## config.mk

```make
export PLATFORM = sky130hd
export DESIGN_NAME = cpc_raster_int_gen
export DESIGN_NICKNAME = d
export VERILOG_FILES = /design/src/rtl/cpc_raster_int_gen.sv
export SDC_FILE = /design/constraint.sdc
export NUM_CORES = 1
export LEC_CHECK = 0
export ABC_CLOCK_PERIOD_IN_PS = 1700
export CORE_MARGIN = 5
export CORE_UTILIZATION = 54
export DETAILED_ROUTE_END_ITERATION = 8
export MAX_ROUTING_LAYER = met4
export PLACE_DENSITY = 0.78
export SYNTH_ARGS = -nofsm -noshare
export SYNTH_HDL_FRONTEND = slang
export SYNTH_SLANG_ARGS = --single-unit
```

## constraint.sdc

```tcl
create_clock -name clk_i -period 1.7 [get_ports clk_i]
set_clock_uncertainty 0.05 [all_clocks]
set_input_delay 0.255 -clock clk_i [delete_from_list [all_inputs] [get_ports clk_i]]
set_output_delay 0.255 -clock clk_i [all_outputs]
set_load 0.05 [all_outputs]
```

## src/rtl/cpc_raster_int_gen.sv

```systemverilog
// Raster interrupt generator for the CPC gate-array: divides HSYNC falls by DIV,
// resynchronises on VSYNC and holds /INT until acknowledged, cleared or timed out.
module cpc_raster_int_gen #(
  parameter int CNT_W       = 6,
  parameter int DIV         = 52,
  parameter int VS_DELAY    = 2,
  parameter int HOLD_MAX    = 96,
  parameter int SYNC_STAGES = 2
) (
  input  logic             clk_i,
  input  logic             nreset_i,
  input  logic             hsync_i,
  input  logic             vsync_i,
  input  logic             int_ack_i,
  input  logic             rmri_i,
  input  logic             int_en_i,
  output logic             nint_o,
  output logic             int_pending_o,
  output logic [CNT_W-1:0] cntr_o
);

  localparam int HOLD_W = $clog2(HOLD_MAX + 1);
  localparam int VSN_W  = $clog2(VS_DELAY + 1);

  localparam logic [CNT_W-1:0]  DIV_LAST = CNT_W'(DIV - 1);
  localparam logic [CNT_W-1:0]  MSB_CLR  = ~(CNT_W'(1) << (CNT_W - 1));
  localparam logic [VSN_W-1:0]  VS_LAST  = VSN_W'(VS_DELAY - 1);
  localparam logic [HOLD_W-1:0] HOLD_LIM = HOLD_W'(HOLD_MAX);

  typedef enum logic {
    VS_IDLE = 1'b0,
    VS_WAIT = 1'b1
  } vs_state_t;

  logic [SYNC_STAGES-1:0] hs_sync;
  logic [SYNC_STAGES-1:0] vs_sync;
  logic                   hs_d;
  logic                   vs_d;
  logic                   ack_d;
  logic                   rmri_d;

  logic                   hs_fall;
  logic                   vs_rise;
  logic                   ack_rise;
  logic                   rmri_rise;

  vs_state_t              vs_state;
  vs_state_t              vs_state_nxt;
  logic [VSN_W-1:0]       vs_n;
  logic [VSN_W-1:0]       vs_n_nxt;
  logic                   resync;

  logic [CNT_W-1:0]       cntr;
  logic [CNT_W-1:0]       cntr_m;
  logic [CNT_W-1:0]       cntr_nxt;
  logic                   pend_set;
  logic                   pending;
  logic                   pending_nxt;
  logic [HOLD_W-1:0]      hold;
  logic [HOLD_W-1:0]      hold_nxt;

  // Synchronisers plus one history flop per input for edge detection.
  always_ff @(posedge clk_i or negedge nreset_i) begin
    if (!nreset_i) begin
      hs_sync <= '0;
      vs_sync <= '0;
      hs_d    <= 1'b0;
      vs_d    <= 1'b0;
      ack_d   <= 1'b0;
      rmri_d  <= 1'b0;
    end else begin
      hs_sync[0] <= hsync_i;
      vs_sync[0] <= vsync_i;
      for (int i = 1; i < SYNC_STAGES; i++) begin
        hs_sync[i] <= hs_sync[i-1];
        vs_sync[i] <= vs_sync[i-1];
      end
      hs_d   <= hs_sync[SYNC_STAGES-1];
      vs_d   <= vs_sync[SYNC_STAGES-1];
      ack_d  <= int_ack_i;
      rmri_d <= rmri_i;
    end
  end

  assign hs_fall   = hs_d & ~hs_sync[SYNC_STAGES-1];
  assign vs_rise   = ~vs_d & vs_sync[SYNC_STAGES-1];
  assign ack_rise  = int_ack_i & ~ack_d;
  assign rmri_rise = rmri_i & ~rmri_d;

  always_ff @(posedge clk_i or negedge nreset_i) begin
    if (!nreset_i) begin
      vs_state <= VS_IDLE;
      vs_n     <= '0;
      cntr     <= '0;
      pending  <= 1'b0;
      hold     <= '0;
    end else begin
      vs_state <= vs_state_nxt;
      vs_n     <= vs_n_nxt;
      cntr     <= cntr_nxt;
      pending  <= pending_nxt;
      hold     <= hold_nxt;
    end
  end

  // A vsync rise restarts the wait even in the cycle the resync point fires.
  always_comb begin
    vs_state_nxt = vs_state;
    vs_n_nxt     = vs_n;
    resync       = 1'b0;
    case (vs_state)
      VS_IDLE: begin
        if (vs_rise) begin
          vs_state_nxt = VS_WAIT;
          vs_n_nxt     = '0;
        end
      end
      VS_WAIT: begin
        if (hs_fall) begin
          if (vs_n == VS_LAST) begin
            resync       = 1'b1;
            vs_state_nxt = VS_IDLE;
          end else begin
            vs_n_nxt = vs_n + VSN_W'(1);
          end
        end
        if (vs_rise) begin
          vs_state_nxt = VS_WAIT;
          vs_n_nxt     = '0;
        end
      end
      default: vs_state_nxt = VS_IDLE;
    endcase
  end

  always_comb begin
    cntr_m   = ack_rise ? (cntr & MSB_CLR) : cntr;
    cntr_nxt = cntr_m;
    pend_set = 1'b0;
    if (rmri_rise) begin
      cntr_nxt = '0;
    end else if (resync) begin
      cntr_nxt = '0;
      pend_set = cntr[CNT_W-1];
    end else if (hs_fall) begin
      if (cntr_m == DIV_LAST) begin
        cntr_nxt = '0;
        pend_set = 1'b1;
      end else begin
        cntr_nxt = cntr_m + CNT_W'(1);
      end
    end
  end

  // A fresh interrupt outranks an ack or timeout landing in the same cycle.
  always_comb begin
    pending_nxt = pending;
    hold_nxt    = hold;
    if (rmri_rise) begin
      pending_nxt = 1'b0;
      hold_nxt    = '0;
    end else if (pend_set) begin
      pending_nxt = 1'b1;
      hold_nxt    = HOLD_W'(1);
    end else if (pending && (ack_rise || hold == HOLD_LIM)) begin
      pending_nxt = 1'b0;
      hold_nxt    = '0;
    end else if (pending) begin
      hold_nxt = hold + HOLD_W'(1);
    end
  end

  assign nint_o        = ~(pending & int_en_i);
  assign int_pending_o = pending;
  assign cntr_o        = cntr;

endmodule

```

; ---- Word-level counts from Yosys, hierarchy flattened
; Cells that the tools add are included.
[totals]
input_bits = 7
wordCells = 65
out_inout_bits = 8
register_bits = 25
[op_classes]
n_reduce_logical = 5
n_mux = 29
addsub = 3
n_eq_ne = 6
bitwise = 11
[ops]
columns = op, count
row1 = 6-bit two-way mux, 5
row2 = 7-bit two-way mux, 4
row3 = 1-bit two-way mux, 14
row4 = 2-bit two-way mux, 4
row5 = 7-bit by 1-bit adder with 7-bit output (second input constant), 1
row6 = 7-bit equality test (second input constant), 1
row7 = 6-bit by 1-bit adder with 6-bit output (second input constant), 1
row8 = 6-bit equality test (second input constant), 1
row9 = 3-bit inequality test (second input constant), 2
row10 = 1-bit NOT, 6
row11 = 1-bit AND, 5
row12 = 2-bit case mux with 2 select lines, 1
row13 = 4-bit nonzero test, 1
row14 = 3-bit AND reduction, 1
row15 = 3-bit nonzero test, 1
row16 = 2-bit by 1-bit adder with 2-bit output (second input constant), 1
row17 = 2-bit by 1-bit equality test with 1-bit output (second input constant), 1
row18 = 2-bit inequality test (second input constant), 1
row19 = 1-bit case mux with 2 select lines, 1
row20 = 1-bit logical AND, 1
row21 = 1-bit logical OR, 1

; ---- Longest topological paths before layout
; Gate-level depths: netlist of the first run.
[depth]
ltp_word = 10
mapped_depth = 6
ltp_nobuf = 6

; ---- Worst setup path after synthesis of the first run
; Ideal clock, no wire load.
[synth_path]
kind = register -> register
start = register cntr[1], in the netlist cntr_o[1]
end = register cntr[0], in the netlist cntr_o[0]
synth_period_minus_slack_ps = 1864
t_arrival_ps = 1689
path_stages_with_launch = 6
path_buffers = 0
required_time_ps = 1525
path_slack_ps = -164
setup_time_ps = 125
cell_sequence = dfrtp_1 ha_1 nand4bb_4 nor3b_4 nor2_2 mux2_2
[synth_between]
elab_chain_len = 6
[synth_rtl]
columns = item, line_no
row1 = start: declaration, 53  ; logic [CNT_W-1:0] cntr;
row2 = start signal: assignment, 100  ; cntr <= cntr_nxt;
row3 = 6-bit two-way mux, 137  ; cntr_m = ack_rise ? (cntr & MSB_CLR) : cntr;
row4 = 6-bit equality test, 146  ; if (cntr_m == DIV_LAST) begin
row5 = 6-bit two-way mux, 146
row6 = 6-bit two-way mux, 145  ; end else if (hs_fall) begin
row7 = 6-bit two-way mux, 142  ; end else if (resync) begin
row8 = 6-bit two-way mux, 140  ; if (rmri_rise) begin
; Every way passes these cells.
; A chain may end at the register's enable or synchronous reset.

; ---- Worst setup path after layout of the first run
[layout_path]
start = register cntr[1], in the netlist cntr_o[1]
end = register cntr[1], in the netlist cntr_o[1]
[layout_between]
elab_chain_len = 6
word_cells_on_any_way = 7
cone_classes = 1 x add/sub / 1 x eq/ne / 5 x mux
[layout_rtl]
columns = item, line_no
row1 = 6-bit two-way mux (*), 137
row2 = 6-bit by 1-bit adder with 6-bit output / 6-bit equality test (equally long branches), "150, 146"
row3 = 6-bit two-way mux, 146
row4 = 6-bit two-way mux (*), 145
row5 = 6-bit two-way mux (*), 142
row6 = 6-bit two-way mux (*), 140
; Every way passes the cells marked *; elsewhere a longest branch is shown, timed or not.

==> results of run 1 <==
[cell usage in the layout (no fill, tap or decap), types with 4 or more instances in the layout]
cell,instances
o21ai_0,5
buf_4,11
nor2_1,4
inv_1,4
dfrtp_1,23
nand3_1,6
a21oi_1,7
clkdlybuf4s50_1,6
nand2_1,10
nor2b_1,4
[final timing paths]
path	cells after the start	startpoint	slack (ps)	end
hold reg to reg	0	vs_sync[0]$_DFF_PN0_	310	vs_sync[1]$_DFF_PN0_
max in group asynchronous	2	nreset_i	1130	cntr_o[0]$_DFFE_PN0P_
setup / recovery	5	cntr_o[1]$_DFFE_PN0P_	110	cntr_o[1]$_DFFE_PN0P_
min in group clk_i	1	hsync_i	300	hs_sync[0]$_DFF_PN0_
setup reg to reg	5	cntr_o[1]$_DFFE_PN0P_	110	cntr_o[1]$_DFFE_PN0P_
hold / removal	2	nreset_i	210	hold[0]$_DFFE_PN0P_
[flip-flops by register name, summed over array words and instances, names as in the netlist]
register / cells
ack_d: 1
cntr_o: 6
hold: 7
hs_d: 1
hs_sync: 2
int_pending_o: 1
rmri_d: 1
vs_d: 1
vs_n: 2
vs_state: 1
vs_sync: 2
[per-stage QoR]
step / setup slack, ps / cells / hold slack, ps
2_1_floorplan: 5.338 / 111 / -90.59
3_3_place_gp: 36.70 / 157 / 289.9
3_5_place_dp: 20.27 / 157 / 286.3
4_1_cts: 84.36 / 161 / 208.5
5_1_grt: 1.167 / 161 / 221.6
6_report: 107.5 / 161 / 214.5
[layer usage]
metal,vias to the layer above,global-route usage (%)
met2,21,24.19
met5,-,-
li1,450,-
met3,2,4.900
met1,447,20.37
met4,0,4.305
[power groups by stage]
stage	clock network (uW)	logic, uW	registers [uW]
5_1_grt	320	420	739
4_1_cts	296	379	727
3_5_place_dp	0	375	739
2_1_floorplan	0	232	771
6_report	279	378	728
3_3_place_gp	0	366	734
[worst register-to-register path: stages, from the launching register on]
cell	delay, ps
dfrtp_2	420
ha_2	240
nand4bb_4	140
nor3b_4	290
nor2_2	90
a22o_2	270
[cell families (layout without fill, tap and decap cells)]
kind of cell | Yosys count | count (layout) | share of synthesized area [%]
simple gates | 45 | 45 | 25.05
compound gates | 27 | 27 | 15.45
flops | 25 | 25 | 50.51
buf+inv | 6 | 28 | 1.918
fa+ha+maj | 4 | 4 | 4.041
xor+xnor | 3 | 3 | 2.122
mux | 1 | 1 | 0.9090
[timing repair]
action | 4_1_cts | 5_1_grt
hold endpoints to repair | 0 | 0
setup endpoints to repair | 0 | 5
resized for setup | 0 | 3
hold buffers | 0 | 0
[final cells by class]
type | instances | area share [%]
tap | 28 | 2.314
multi-input combinational | 80 | 39.75
timing repair buffer | 20 | 13.39
sequential | 25 | 41.49
clock buffer | 3 | 1.488
inverter | 4 | 0.9917
clock inverter | 1 | 0.5785
==> results.txt, run 1 <==
outcome = completed
Clock Power Share = 20.1%
Routed WL = 2.274 mm
Worst Tran Pin Value = 415.0 ps
Top Metal Used = met4
crit path launch type = flop
Placer Congestion = 0.8871
die width = 57.90 um
Pwr Density = 914.9 mW/mm^2
Crit path arrival time = 1770 ps
WL/cell = 14.12 um
postcts setup bufs = 0
VDD IR max = 0.0008656 V
number of nets still failing antenna checks after routing = 0
Netlist cell types = 36
FMAX = 627.9 MHz
clk slew on worst S/H paths = 140 ps
clk_lat worst skew = 320 ps
Root Driver = clkbuf_4
Max-slew headroom = 72.27%
Initial DRT Pass Iterations = 4
cts bufs inserted = 3
Worst EP required = 1870 ps
top-count cell post-synth = dfrtp_1
area delta synth->final = 22.22%
DRT iter0 DRCs = 26
IO buf count = 14
Final Hold Viols = 0
Critical-path top delay cell = dfrtp_2
clk buf depth = 2
Worst Hold Class = in2async
Area after DPL = 0.001473 mm^2
Avg Cell Area, Syn = 11.16 um^2
Seq pwr share = 52.6%
P_sw = 457.3 uW
full die area = 0.003352 mm^2
Gate Count Post-Synth = 111
mapped cell area = 0.001239 mm^2
area leader, netlist = dfrtp_1
Post-synth EDFFs = 0
Crit Path Max Fanout = 5
Max-Cap Viols = 0
first-pass GRT wire length = 4.022 mm
met3 wire length = 119 um
Seq cells post-synth = 25
Yosys Warn Count = 0
CP peak stage delay = 420 ps
setup_tns = 0 ps
Nets = 145
post-synth top area share = 50.51%
vias per cell = 5.714
initial antenna violation count = 0
wire length on met2 = 1.052 mm
sw frac = 33.01%
final period utilization = 93.68%
Int Pwr = 927.9 uW
Final setup viols = 0
Critical Path, Cell by Cell = ha_2 > nand4bb_4 > nor3b_4 > nor2_2 > a22o_2
Critical Path End Type = flop
Post-synth ARST share = 100.0%
initial core utilization = 56.54%
depth of the CTS H-tree = 1
Area contributors post-synth = dfrtp_1 51%, ha_1 4.0%, nand2_1 3.0%
total track usage = 15.82%
# fillers = 155
max-slew violations = 0
register area share after synthesis = 50.51%
delay-heaviest family, CP = simple AND/OR/NAND/NOR gates
combinational power share = 27.3%
total core area = 0.002191 mm^2
Pwr Total = 1385 uW
CTS tree = done
crit path time final = 1593 ps
critical path buffer and inverter count = 0
die height = 57.90 um
Via Count = 920
Remaining Overflow, GRT = 0
IO Pins = 15
HPWL Detailed = 1.665 mm
layout cells sized above 1 = 27.07%
Post-synth top cells = 25 x dfrtp_1, 10 x nand2_1, 7 x a21oi_1
critical path type = reg2reg
final instance area = 0.001514 mm^2
ys flop type = dfrtp_1
largest net degree at the start of global routing = 26
wire length on met1 = 1.087 mm
TritonCTS Sinks = 25
row count = 17
post-synth net total = 122
unrepaired setup endpoints after global routing = no
Leak Pwr = 0.0006403 uW
# DRC = 0
ANT cells = 0
final core occ = 69.10%
vias in the first global route = 885
register area = 628.1 um^2
Multi-input gate area = 601.8 um^2
Power figures use the tool's default switching activity.
==> run 2, diff against run 1 <==
--- a/config.mk
+++ b/config.mk
@@ -7,10 +7,10 @@
 export LEC_CHECK = 0
 export ABC_CLOCK_PERIOD_IN_PS = 1700
 export CORE_MARGIN = 5
-export CORE_UTILIZATION = 54
+export CORE_UTILIZATION = 50
 export DETAILED_ROUTE_END_ITERATION = 8
 export MAX_ROUTING_LAYER = met4
-export PLACE_DENSITY = 0.78
+export PLACE_DENSITY = 0.73
 export SYNTH_ARGS = -nofsm -noshare
 export SYNTH_HDL_FRONTEND = slang
 export SYNTH_SLANG_ARGS = --single-unit
==> constraint.sdc (replaced) <==
create_clock -name clk_i -period 1.7 [get_ports clk_i]
set_clock_uncertainty 0.05 [all_clocks]
set_input_delay 0.34 -clock clk_i [delete_from_list [all_inputs] [get_ports clk_i]]
set_output_delay 0.34 -clock clk_i [all_outputs]
set_load 0.05 [all_outputs]
==> run 2 against run 1 <==
Register-to-register slack got worse by 60 ps. First-iteration DRC count increased by 58%. Critical endpoint is now cntr_o[0]$_DFFE_PN0P_. Sequential power about the same.
==> results.txt, run 2 (synthesis results as in run 1) <==
largest net degree at the start of global routing = 26 (unchanged)
Hold-fix buffers, CTS = 0 (unchanged)
total core area = 0.002432 mm^2 (was 0.002191 mm^2)
hold_ws = 301.6 ps (was 214.5 ps)
ANT cells = 0 (unchanged)
# DRC = 0 (unchanged)
vias in the first global route = 908 (was 885)
Worst Hold Class = in2async (unchanged)
Placer Congestion = 0.8467 (was 0.8871)
clk buf depth = 2 (unchanged)
Pwr Density = 883.3 mW/mm^2 (was 914.9 mW/mm^2)
outcome = completed (unchanged)
Via Count = 930 (was 920)
max-slew violations = 0 (unchanged)
post-cts resize count = 0 (unchanged)
Critical-path top delay cell = dfrtp_2 (unchanged)
IO buf count = 14 (unchanged)
delay-heaviest family, CP = simple AND/OR/NAND/NOR gates (unchanged)
Max-slew headroom = 72.66% (was 72.27%)
# fillers = 190 (was 155)
number of nets still failing antenna checks after routing = 0 (unchanged)
Initial DRT Pass Iterations = 4 (unchanged)
most frequent cells in the layout = 23 x dfrtp_1, 10 x nand2_1, 9 x buf_4 (was 23 x dfrtp_1, 11 x buf_4, 10 x nand2_1)
vias per cell = 5.636 (was 5.714)
cts bufs inserted = 3 (unchanged)
initial antenna violation count = 0 (unchanged)
Critical Path End Type = flop (unchanged)
clk slew on worst S/H paths = 150 ps (was 140 ps)
CP peak stage delay = 420 ps (about the same)
postcts setup bufs = 0 (unchanged)
unrepaired setup endpoints after global routing = no (unchanged)
commonest non-fill, non-tap cell in the layout = dfrtp_1 (unchanged)
full die area = 0.003573 mm^2 (was 0.003352 mm^2)
final period utilization = 96.92% (was 93.68%)
depth of the CTS H-tree = 1 (unchanged)
initial core utilization = 50.93% (was 56.54%)
WL/cell = 15.16 um (was 14.12 um)
Final Hold Viols = 0 (unchanged)
Final setup viols = 0 (unchanged)
layout cells sized above 1 = 25.93% (was 27.07%)
IO Pins = 15 (unchanged)
Remaining Overflow, GRT = 0 (unchanged)
Root Driver = clkbuf_4 (unchanged)
Worst EP required = 1860 ps (was 1870 ps)
Routed WL = 2.501 mm (was 2.274 mm)
clk_lat worst skew = 320 ps (about the same)
Max-Cap Viols = 0 (unchanged)
launching point of the worst reg2reg path = cntr_o[0]$_DFFE_PN0P_ (was cntr_o[1]$_DFFE_PN0P_)
crit path launch type = flop (unchanged)
Leak Pwr = 0.0006634 uW (was 0.0006403 uW)
DRT iter0 DRCs = 41 (was 26)
crit path from = cntr_o[0]$_DFFE_PN0P_ (was cntr_o[1]$_DFFE_PN0P_)
TritonCTS Sinks = 25 (unchanged)
Worst Tran Pin Value = 409.2 ps (was 415.0 ps)
Largest Register = hold (unchanged)
die height = 59.78 um (was 57.90 um)
crit path time final = 1648 ps (was 1593 ps)
VDD IR max = 0.0006328 V (was 0.0008656 V)
CTS tree = done (unchanged)
Nets = 147 (was 145)
final instance area = 0.001570 mm^2 (was 0.001514 mm^2)
Crit Path Max Fanout = 5 (unchanged)
first-pass GRT wire length = 4.236 mm (was 4.022 mm)
Critical Path, Cell by Cell = ha_2 > nand4bb_4 > nor3b_4 > nor2_2 > mux2_2 (was ha_2 > nand4bb_4 > nor3b_4 > nor2_2 > a22o_2)
row count = 18 (was 17)
critical path type = reg2reg (unchanged)
HPWL Detailed = 1.900 mm (was 1.665 mm)
max reg flops = 7 (unchanged)
Crit path arrival time = 1810 ps (was 1770 ps)
die width = 59.78 um (was 57.90 um)
critical path buffer and inverter count = 0 (unchanged)
total track usage = 16.26% (was 15.82%)
FMAX = 606.9 MHz (was 627.9 MHz)
area delta synth->final = 26.77% (was 22.22%)
Area after DPL = 0.001540 mm^2 (was 0.001473 mm^2)
## run 2: per-layer routing
metal | global-route usage, % | vias to the layer above | wire (um)
met2 | 24.85 | 21 | 1202
met3 | 1.944 | 4 | 104
met5 | - | - | 0
met1 | 21.45 | 452 | 1158
met4 | 7.595 | 0 | 36
li1 | - | 453 | -
## run 2: area by class of cell
cell class	count	area, um^2	area share, %
Multi-Input combinational cell	80	591.8	37.69
Inverter	4	15.01	0.9562
Timing Repair Buffer	22	267.8	17.05
Sequential cell	25	628.1	40.00
Tap cell	30	37.54	2.390
Clock inverter	1	7.507	0.4781
Clock buffer	3	22.52	1.434
## run 2: path summary, 6_finish.rpt
path	end	slack, ps	depth (start not counted)
min in group clk_i	vs_sync[1]$_DFF_PN0_	320	0
max	cntr_o[0]$_DFFE_PN0P_	50	5
min reg2reg	vs_sync[1]$_DFF_PN0_	320	0
max reg2reg	cntr_o[0]$_DFFE_PN0P_	50	5
min	hold[5]$_DFFE_PN0P_	300	2
max in group asynchronous	cntr_o[0]$_DFFE_PN0P_	1040	2
## run 2: where the power goes
part,switching [uW],internal [uW]
registers,62.1,667
logic,217,168
clock network,183,89.8
## run 2: through the flow
| step | power [uW] | TNS [ps] | utilization (%) | worst slack (ps) | cells |
|---|---|---|---|---|---|
| finish | 1387 | 0 | 64.56 | 52.37 | 165 |
| global route | 1473 | 0 | 64.56 | 20.68 | 165 |
| CTS | 1397 | 0 | 64.56 | 71.85 | 165 |
| detailed placement | 1126 | -1377 | 63.32 | -158.2 | 161 |
| global placement | 1106 | -452.4 | 63.32 | -69.27 | 161 |
| floorplan | 1003 | 0 | - | 5.338 | 111 |
==> run 3, diff against run 2 <==
--- a/config.mk
+++ b/config.mk
@@ -11,6 +11,8 @@
 export DETAILED_ROUTE_END_ITERATION = 8
 export MAX_ROUTING_LAYER = met4
 export PLACE_DENSITY = 0.73
+export SKIP_LAST_GASP = 1
+export SLEW_MARGIN = 20
 export SYNTH_ARGS = -nofsm -noshare
 export SYNTH_HDL_FRONTEND = slang
 export SYNTH_SLANG_ARGS = --single-unit
==> results of run 3 <==
Final layout, timing and power as in run 2 (identical DEF).
